$ cat config.mk
export PLATFORM = sky130hd
export DESIGN_NAME = imem_loader
export DESIGN_NICKNAME = d
export VERILOG_FILES = /design/src/rtl/imem_loader.sv
export SDC_FILE = /design/constraint.sdc
export NUM_CORES = 1
export LEC_CHECK = 0
export CAP_MARGIN = 25
export CORE_ASPECT_RATIO = 1.1
export CORE_MARGIN = 10
export CORE_UTILIZATION = 29
export DETAILED_ROUTE_END_ITERATION = 10
export PLACE_DENSITY = 0.61
export SLEW_MARGIN = 10
export SYNTH_ARGS = -nofsm -noshare
export SYNTH_HDL_FRONTEND = slang
export SYNTH_SLANG_ARGS = --single-unit
$ cat constraint.sdc
create_clock -name clk -period 1.8 [get_ports clk]
set_clock_uncertainty 0.15 [all_clocks]
set_input_delay 0.18 -clock clk [delete_from_list [all_inputs] [get_ports clk]]
set_output_delay 0.18 -clock clk [all_outputs]
set_load 0.02 [all_outputs]
$ cat src/rtl/imem_loader.sv
// -----------------------------------------------------------------------------
// imem_loader
//
// Boot-time instruction-memory writer. It takes a little-endian byte stream,
// packs every four bytes into a 32-bit word and writes the words to
// consecutive word-aligned instruction-memory addresses starting at 0. The core
// is held in reset until the requested number of words has been written.
//
// Optional feature macro: LOADER_CHECKSUM_EN
//   When defined, one extra byte follows the last word. It must equal the
//   modulo-256 sum of all data bytes of the session. A mismatch raises err and
//   returns to IDLE with the core still in reset. When undefined, err is 0 and
//   the last write goes straight to DONE.
//
// Ports
//   clk          in   system clock, rising edge
//   areset       in   synchronous active-high reset
//   start        in   one-cycle request to begin a session (IDLE/DONE only)
//   word_count   in   words to load, sampled on accepted start, saturated
//                     to 2^ADDR_W
//   byte_valid   in   byte source has a byte on byte_data
//   byte_data    in   stream byte
//   byte_ready   out  loader accepts a byte this cycle
//   imem_we      out  instruction-memory write strobe (single cycle)
//   imem_addr    out  word-aligned byte address {word_idx, 2'b00}
//   imem_wd      out  assembled instruction word
//   cpu_reset    out  registered core reset, low only in DONE
//   busy         out  session in progress (RECV/WRITE/CHECK)
//   done         out  load completed successfully
//   err          out  checksum mismatch on last session
//   o_dbg_state  out  current FSM state encoding
//
// Handshake: a byte moves on a rising edge where byte_valid && byte_ready are
// both high. byte_ready depends only on the current state, never on
// byte_valid. byte_data is ignored on any other cycle, so gaps in byte_valid
// simply stall the loader.
// -----------------------------------------------------------------------------
module imem_loader #(
  parameter int ADDR_W = 8
) (
  input  logic              clk,
  input  logic              areset,
  input  logic              start,
  input  logic [ADDR_W:0]   word_count,
  input  logic              byte_valid,
  input  logic [7:0]        byte_data,
  output logic              byte_ready,
  output logic              imem_we,
  output logic [31:0]       imem_addr,
  output logic [31:0]       imem_wd,
  output logic              cpu_reset,
  output logic              busy,
  output logic              done,
  output logic              err,
  output logic [2:0]        o_dbg_state
);

  typedef enum logic [2:0] {
    S_IDLE  = 3'd0,
    S_RECV  = 3'd1,
    S_WRITE = 3'd2,
    S_CHECK = 3'd3,
    S_DONE  = 3'd4
  } state_t;

  // Largest loadable count: the full memory, 2^ADDR_W words.
  localparam logic [ADDR_W:0]   MAX_COUNT = {1'b1, {ADDR_W{1'b0}}};
  localparam logic [ADDR_W:0]   CNT_ONE   = {{ADDR_W{1'b0}}, 1'b1};
  localparam logic [ADDR_W-1:0] IDX_ONE   = {{(ADDR_W-1){1'b0}}, 1'b1};

  state_t              r_state;
  state_t              w_state_nxt;
  logic [ADDR_W:0]     r_count;
  logic [ADDR_W-1:0]   r_word_idx;
  logic [1:0]          r_byte_idx;
  logic [31:0]         r_word;
  logic                r_cpu_reset;

  logic                w_byte_ready;
  logic                w_xfer;
  logic                w_start_ok;
  logic [ADDR_W:0]     w_count_sat;
  logic                w_last_word;

`ifdef LOADER_CHECKSUM_EN
  logic [7:0]          r_sum;
  logic                r_err;
`endif

  // ---------------------------------------------------------------------------
  // Combinational helpers
  // ---------------------------------------------------------------------------
  always_comb begin
    w_byte_ready = (r_state == S_RECV) || (r_state == S_CHECK);
    w_xfer       = byte_valid && w_byte_ready;
    // start only counts where no session is running.
    w_start_ok   = start && ((r_state == S_IDLE) || (r_state == S_DONE));
    w_count_sat  = (word_count > MAX_COUNT) ? MAX_COUNT : word_count;
    // Widened by one bit so a full 2^ADDR_W-word load terminates correctly.
    w_last_word  = (({1'b0, r_word_idx}) + CNT_ONE) == r_count;
  end

  // ---------------------------------------------------------------------------
  // Next-state logic
  // ---------------------------------------------------------------------------
  always_comb begin
    w_state_nxt = r_state;
    case (r_state)
      S_IDLE, S_DONE: begin
        if (w_start_ok) begin
          if (w_count_sat == '0) begin
`ifdef LOADER_CHECKSUM_EN
            w_state_nxt = S_CHECK;
`else
            w_state_nxt = S_DONE;
`endif
          end else begin
            w_state_nxt = S_RECV;
          end
        end
      end
      S_RECV: begin
        if (w_xfer && (r_byte_idx == 2'd3)) begin
          w_state_nxt = S_WRITE;
        end
      end
      S_WRITE: begin
        if (w_last_word) begin
`ifdef LOADER_CHECKSUM_EN
          w_state_nxt = S_CHECK;
`else
          w_state_nxt = S_DONE;
`endif
        end else begin
          w_state_nxt = S_RECV;
        end
      end
`ifdef LOADER_CHECKSUM_EN
      S_CHECK: begin
        if (w_xfer) begin
          w_state_nxt = (byte_data == r_sum) ? S_DONE : S_IDLE;
        end
      end
`endif
      default: w_state_nxt = S_IDLE;
    endcase
  end

  // ---------------------------------------------------------------------------
  // Sequential state
  // ---------------------------------------------------------------------------
  always_ff @(posedge clk) begin
    if (areset) begin
      r_state     <= S_IDLE;
      r_count     <= '0;
      r_word_idx  <= '0;
      r_byte_idx  <= '0;
      r_word      <= '0;
      r_cpu_reset <= 1'b1;
    end else begin
      r_state     <= w_state_nxt;
      // Registered so the core sees a glitch-free release in DONE only.
      r_cpu_reset <= (w_state_nxt != S_DONE);

      if (w_start_ok) begin
        r_count    <= w_count_sat;
        r_word_idx <= '0;
        r_byte_idx <= '0;
      end

      if ((r_state == S_RECV) && w_xfer) begin
        r_word[{r_byte_idx, 3'b000} +: 8] <= byte_data;
        r_byte_idx <= r_byte_idx + 2'd1;
      end

      if (r_state == S_WRITE) begin
        r_word_idx <= r_word_idx + IDX_ONE;
      end
    end
  end

`ifdef LOADER_CHECKSUM_EN
  always_ff @(posedge clk) begin
    if (areset) begin
      r_sum <= '0;
      r_err <= 1'b0;
    end else begin
      if (w_start_ok) begin
        r_sum <= '0;
        r_err <= 1'b0;
      end else if ((r_state == S_RECV) && w_xfer) begin
        r_sum <= r_sum + byte_data;
      end else if ((r_state == S_CHECK) && w_xfer && (byte_data != r_sum)) begin
        r_err <= 1'b1;
      end
    end
  end
  assign err = r_err;
`else
  assign err = 1'b0;
`endif

  // ---------------------------------------------------------------------------
  // Outputs
  // ---------------------------------------------------------------------------
  assign byte_ready  = w_byte_ready;
  assign imem_we     = (r_state == S_WRITE);
  assign imem_addr   = 32'({r_word_idx, 2'b00});
  assign imem_wd     = r_word;
  assign cpu_reset   = r_cpu_reset;
  assign busy        = (r_state == S_RECV) || (r_state == S_WRITE) || (r_state == S_CHECK);
  assign done        = (r_state == S_DONE);
  assign o_dbg_state = r_state;

endmodule

# Yosys cells after proc, flatten, opt, wreduce, memory -nomap -nowiden
# Cells that the tools add are included.
dict set report word_totals {
  reg_bits 55
  inputBits 21
}
dict set report op_classes {
  n_addsub 4
  magnitude_cmp 1
  eq_ne 7
  shifts 2
  mux 11
  n_reduce_logical 13
}
# cell count
set ops {}
lappend ops {{bitwise mux 32 bit} 1}
lappend ops {{variable shift 8 x 7 -> 32 bit (first input constant)} 1}
lappend ops {{variable part select 8 x 7 -> 32 bit} 1}
lappend ops {{two-way mux 8 bit} 2}
lappend ops {{two-way mux 3 bit} 4}
lappend ops {{adder 8 x 1 -> 9 bit (second input constant)} 1}
lappend ops {{== test 9 bit} 1}
lappend ops {{greater-than comparator 9 bit (second input constant)} 1}
lappend ops {{zero test 9 bit} 1}
lappend ops {{two-way mux 9 bit} 1}
lappend ops {{case mux 3 bit (3 select lines)} 1}
lappend ops {{adder 8 x 1 -> 8 bit (second input constant)} 1}
lappend ops {{negation 5 -> 7 bit} 1}
lappend ops {{== test 3 x 2 -> 1 bit (second input constant)} 2}
lappend ops {{logical AND 1 bit} 4}
lappend ops {{logical OR 1 bit} 4}
lappend ops {{two-way mux 2 bit} 2}
lappend ops {{nonzero test 2 bit} 2}
lappend ops {{== test 3 x 1 -> 1 bit (second input constant)} 1}
lappend ops {{== test 3 bit (second input constant)} 1}
lappend ops {{zero test 3 bit} 1}
lappend ops {{inequality test 3 bit (second input constant)} 1}
lappend ops {{adder 2 x 1 -> 2 bit (second input constant)} 1}
lappend ops {{== test 2 bit (second input constant)} 1}
lappend ops {{OR reduction 2 bit} 1}

# Logic depth before layout (Yosys ltp)
dict set report depth {
  ltp_word 7
  mapped_depth 7
  ltp_nobuf 6
}

# Least setup slack after synthesis
# Ideal clock, no wire load.
dict set report synth_timing {
  path_kind {register to register}
  startpoint {register r_word_idx[0]}
  endpoint {register r_cpu_reset (netlist: cpu_reset)}
  setup_ns 0.133
  arrival_time_ns 1.746
  path_slack_ns -0.228
  stages_incl_launch_ff 8
  period_less_slack_ns 2.028
  path_cell_list {dfxtp_1 ha_1 buf_2 xor2_1 o211ai_1 mux2i_1 nor4_4 a21oi_1}
}
dict set report synth_between {
  elab_chain_cells 5
}
# element line_no
set synth_rtl {}
lappend synth_rtl {{from (decl)} 74} ;# logic [ADDR_W-1:0] r_word_idx;
lappend synth_rtl {{from (signal assigned)} 177} ;# r_word_idx <= r_word_idx + IDX_ONE;
lappend synth_rtl {{adder 8 x 1 -> 9 bit} 100} ;# w_last_word = (({1'b0, r_word_idx}) + CNT_ONE) == r_count;
lappend synth_rtl {{== test 9 bit} 100}
lappend synth_rtl {{two-way mux 3 bit} 128} ;# if (w_last_word) begin
lappend synth_rtl {{case mux 3 bit (3 select lines)} 108} ;# case (r_state)
lappend synth_rtl {{inequality test 3 bit} 163} ;# r_cpu_reset <= (w_state_nxt != S_DONE);
lappend synth_rtl {{to (signal assigned)} 163}
lappend synth_rtl {{to (decl)} 77} ;# logic r_cpu_reset;
# Every way passes these cells.
# A chain may end at the register's enable or synchronous reset.

# Worst setup path after layout
dict set report layout_timing {
  startpoint {register r_word_idx[0]}
  endpoint {register r_state[0] (netlist: o_dbg_state[0])}
}
dict set report layout_between {
  elab_chain_cells 4
}
# element line_no
set layout_rtl {}
lappend layout_rtl {{adder 8 x 1 -> 9 bit} 100}
lappend layout_rtl {{== test 9 bit} 100}
lappend layout_rtl {{two-way mux 3 bit} 128}
lappend layout_rtl {{case mux 3 bit (3 select lines)} 108}
lappend layout_rtl {{to (signal assigned)} 161} ;# r_state <= w_state_nxt;
lappend layout_rtl {{to (decl)} 71} ;# state_t r_state;
# Every way passes these cells.

==> metrics.txt <==
initial antenna violation count 0; Final HPWL DP 6.469 mm; Routability Congestion 0.8662; fmax 0.5723 GHz; sequential power share 53.9%; Final Setup Violations 0; RR Endpoint o_dbg_state[0]; TNS Setup 0 ps; storage element area 1117 um^2; fin crit share 97.07%; Pleak 1.530 nW; Detail Route Antenna Nets 0; maximum fanout along the worst path 6; Crit Path Class flip-flop to flip-flop; FF+latch count, synth 55; clock sink total 55; hold worst-path end imem_wd[7]; Synth Warn # 0; Residual DRC 0; Clock power frac 31.3%; combinational share of power 14.8%; initial core utilization 29.56%; Period minus WS final 1747 ps; slowest CP cell dfxtp_4; pwr dens 603.4 nW/um^2; vias per std cell 4.781; Ant. Diodes 0; Filler cells 980; CTS root buf clkbuf_8; Critical Path Max Stage Delay 370 ps; H-tree depth 2; CP bufs+invs 2; Crit. End Element flip-flop; first-pass GRT wire length 13.26 mm; routed length per placed instance 15.64 um; vias in the first global route 2586; kind of cell adding the most delay to the critical path flip-flops; largest net degree at the start of global routing 30; hold buffers post-CTS 0; Mapped Cells 329; flop2flop setup slack 50 ps; Rows 37; Slew Viols, Final 0; Max-cap violations 0; CTS tree yes; I/O pin cnt 94; Final #Nets 443; clock tree buffer depth 2; number of detailed-route iterations in the first pass 4; WHS Path Cells 2; Core Region 9351 um^2; Routed WL 8.354 mm; Cell Area, Synth 2764 um^2; Worst Setup Start Kind flip-flop; die width 113.1 um; share of cells above drive strength 1 16.55%; Final Hold Fails 0; CP cell instances ha_4 > buf_6 > buf_6 > nand4bb_1 > o211ai_1 > mux2i_2 > nor4_4 > a221oi_2; Num CTS Buffers 5; post-synthesis sequential area ratio 39.84%; utilization after layout 41.04%; P_sw 0.6624 mW; outcome finished clean; R2R depth 8; reg-to-reg critical path startpoint r_word_idx[0]; worst skew pair latency 320 ps; Netlist cell types 46; Worst-path clk slew 100 ps; DIE AREA 13840 um^2; syn_area_per_cell 8.401 um^2; Area Overhead vs Synth 38.84%; grt total ovfl 0; worst hold margin 304.9 ps; Chip Height 122.4 um; Req. time, crit path 1890 ps; HP Class flip-flop to flip-flop; multi-input logic area 1559 um^2; Cell Int Power 1.653 mW; Crit path top cell by count buf_6; drt initial violations 101; DR vias 2553; switch share 28.61%; All-Layer GR Usage 11.62%; Data arrival, critical path 1830 ps; VDD IR max 0.3570 mV; hold_sp imem_wd[7]; Port Buffer Count 68
[metal layers]
metal	share of wire (%)	track usage, %
met1	42	13.36
met2	50	19.85
met3	6.5	4.100
met4	1.3	3.571
met5	0	0
[cell type report]
cell class | count | area share, %
Clock buffer | 6 | 1.891
Clock inverter | 2 | 0.4239
Inverter | 5 | 0.4891
Multi-Input combinational cell | 253 | 40.63
Sequential cell | 55 | 29.12
Tap cell | 117 | 3.815
Timing Repair Buffer | 96 | 23.64
[per-stage QoR]
stage	instance area, um^2	power, mW	std cells	setup WS, ps
2_1_floorplan	2868	1.505	353	0.4439
3_3_place_gp	3651	1.608	525	-159.7
3_5_place_dp	3651	1.612	525	-222.4
4_1_cts	3747	2.341	533	-2.849
5_1_grt	3837	2.421	534	-11.45
6_report	3837	2.316	534	52.81
[sequential cells by signal (all words and copies together), names as in the netlist]
name / flops
imem_wd: 32
r_count: 9
r_word_idx: 8
o_dbg_state: 3
r_byte_idx: 2
cpu_reset: 1
[synth_stat cells (all sizes together)]
| library cell | n | area, um^2 |
|---|---|---|
| xor2 | 4 | 35.03 |
| nor2 | 20 | 75.07 |
| nor3 | 7 | 51.30 |
| mux2i | 1 | 10.01 |
| a21o | 1 | 7.510 |
| nand2b | 1 | 6.260 |
| a211oi | 1 | 7.510 |
| and2 | 3 | 21.27 |
| or3 | 3 | 18.77 |
| xor3 | 1 | 23.77 |
| o2111ai | 1 | 8.760 |
| o211ai | 3 | 27.52 |
| nand4bb | 1 | 11.26 |
| ha | 6 | 75.07 |
| a31oi | 1 | 6.260 |
| nand3 | 29 | 150.1 |
| nor2b | 2 | 12.51 |
| nand2 | 46 | 182.7 |
| xnor2 | 6 | 52.55 |
| a21boi | 1 | 7.510 |
| mux2 | 1 | 11.26 |
| clkbuf | 11 | 41.29 |
| o21ai | 6 | 30.03 |
| a221oi | 1 | 15.01 |
| buf | 29 | 217.7 |
| nand4 | 3 | 18.77 |
| inv | 5 | 18.77 |
| dfxtp | 55 | 1101 |
| nor4 | 4 | 55.05 |
| nand3b | 11 | 82.58 |
| conb | 1 | 3.750 |
| a21oi | 46 | 230.2 |
| nor3b | 1 | 18.77 |
| a22o | 8 | 70.07 |
| and3 | 7 | 43.79 |
| a22oi | 2 | 15.01 |
[worst max path at each step]
| stage | from | endpoint | slack [ps] | cells after the start |
|---|---|---|---|---|
| final | r_word_idx[0] | o_dbg_state[0] | 50 | 8 |
| after detailed placement | word_count[3] | cpu_reset | -220 | 6 |
| after floorplan | r_word_idx[0] | cpu_reset | 0.4 | 7 |
| after CTS | r_word_idx[0] | cpu_reset | -3 | 8 |
| after global routing | r_word_idx[0] | cpu_reset | -10 | 7 |
| after global placement | word_count[3] | cpu_reset | -160 | 6 |
[repair_timing]
item | CTS | global route
resized for setup | 14 | 23
buffers inserted | 0 | 1
cloned | 0 | 0
setup endpoints to repair | 20 | 41
pin swaps | 0 | 5
[cell usage in the layout, fill, tap and decap left out, types with 4 or more instances in the layout]
cell type	count
clkbuf_8	5
inv_1	5
clkdlybuf4s50_1	56
nor2_1	19
nand3_1	27
a22o_1	8
dfxtp_1	48
dlygate4sd2_1	7
buf_4	25
conb_1	25
nor3_1	4
a21oi_1	43
dlymetal6s2s_1	4
ha_1	4
o21ai_0	6
dfxtp_2	4
xnor2_1	4
and3_1	6
nand2_1	44
nand3b_1	11
xor2_1	4
[worst min-delay path, cell delays in order, from the launching register on]
cell	delay (ps)
dfxtp_1	320
nand2_1	50
a21oi_1	50
[power groups by stage]
| stage | clock network, mW | registers [mW] | logic (mW) |
|---|---|---|---|
| 6_report | 0.724 | 1.25 | 0.343 |
| 5_1_grt | 0.796 | 1.25 | 0.373 |
| 4_1_cts | 0.758 | 1.25 | 0.334 |
| 3_5_place_dp | 0 | 1.28 | 0.334 |
| 3_3_place_gp | 0 | 1.28 | 0.331 |
| 2_1_floorplan | 0 | 1.29 | 0.219 |
[cells by family (layout without fill, tap and decap cells)]
family,Yosys count,after routing,share of synthesized area [%]
AND/OR/NAND/NOR,138,138,27.07
AO/OA/AOI/OAI,71,71,15.39
flip-flops,55,55,39.84
buffers and inverters,45,109,10.05
XOR/XNOR,11,11,4.029
adder cells (fa/ha/maj),6,6,2.716
multiplexers,2,2,0.7696
other,1,25,0.1357
(Power assumes the default switching activity.)
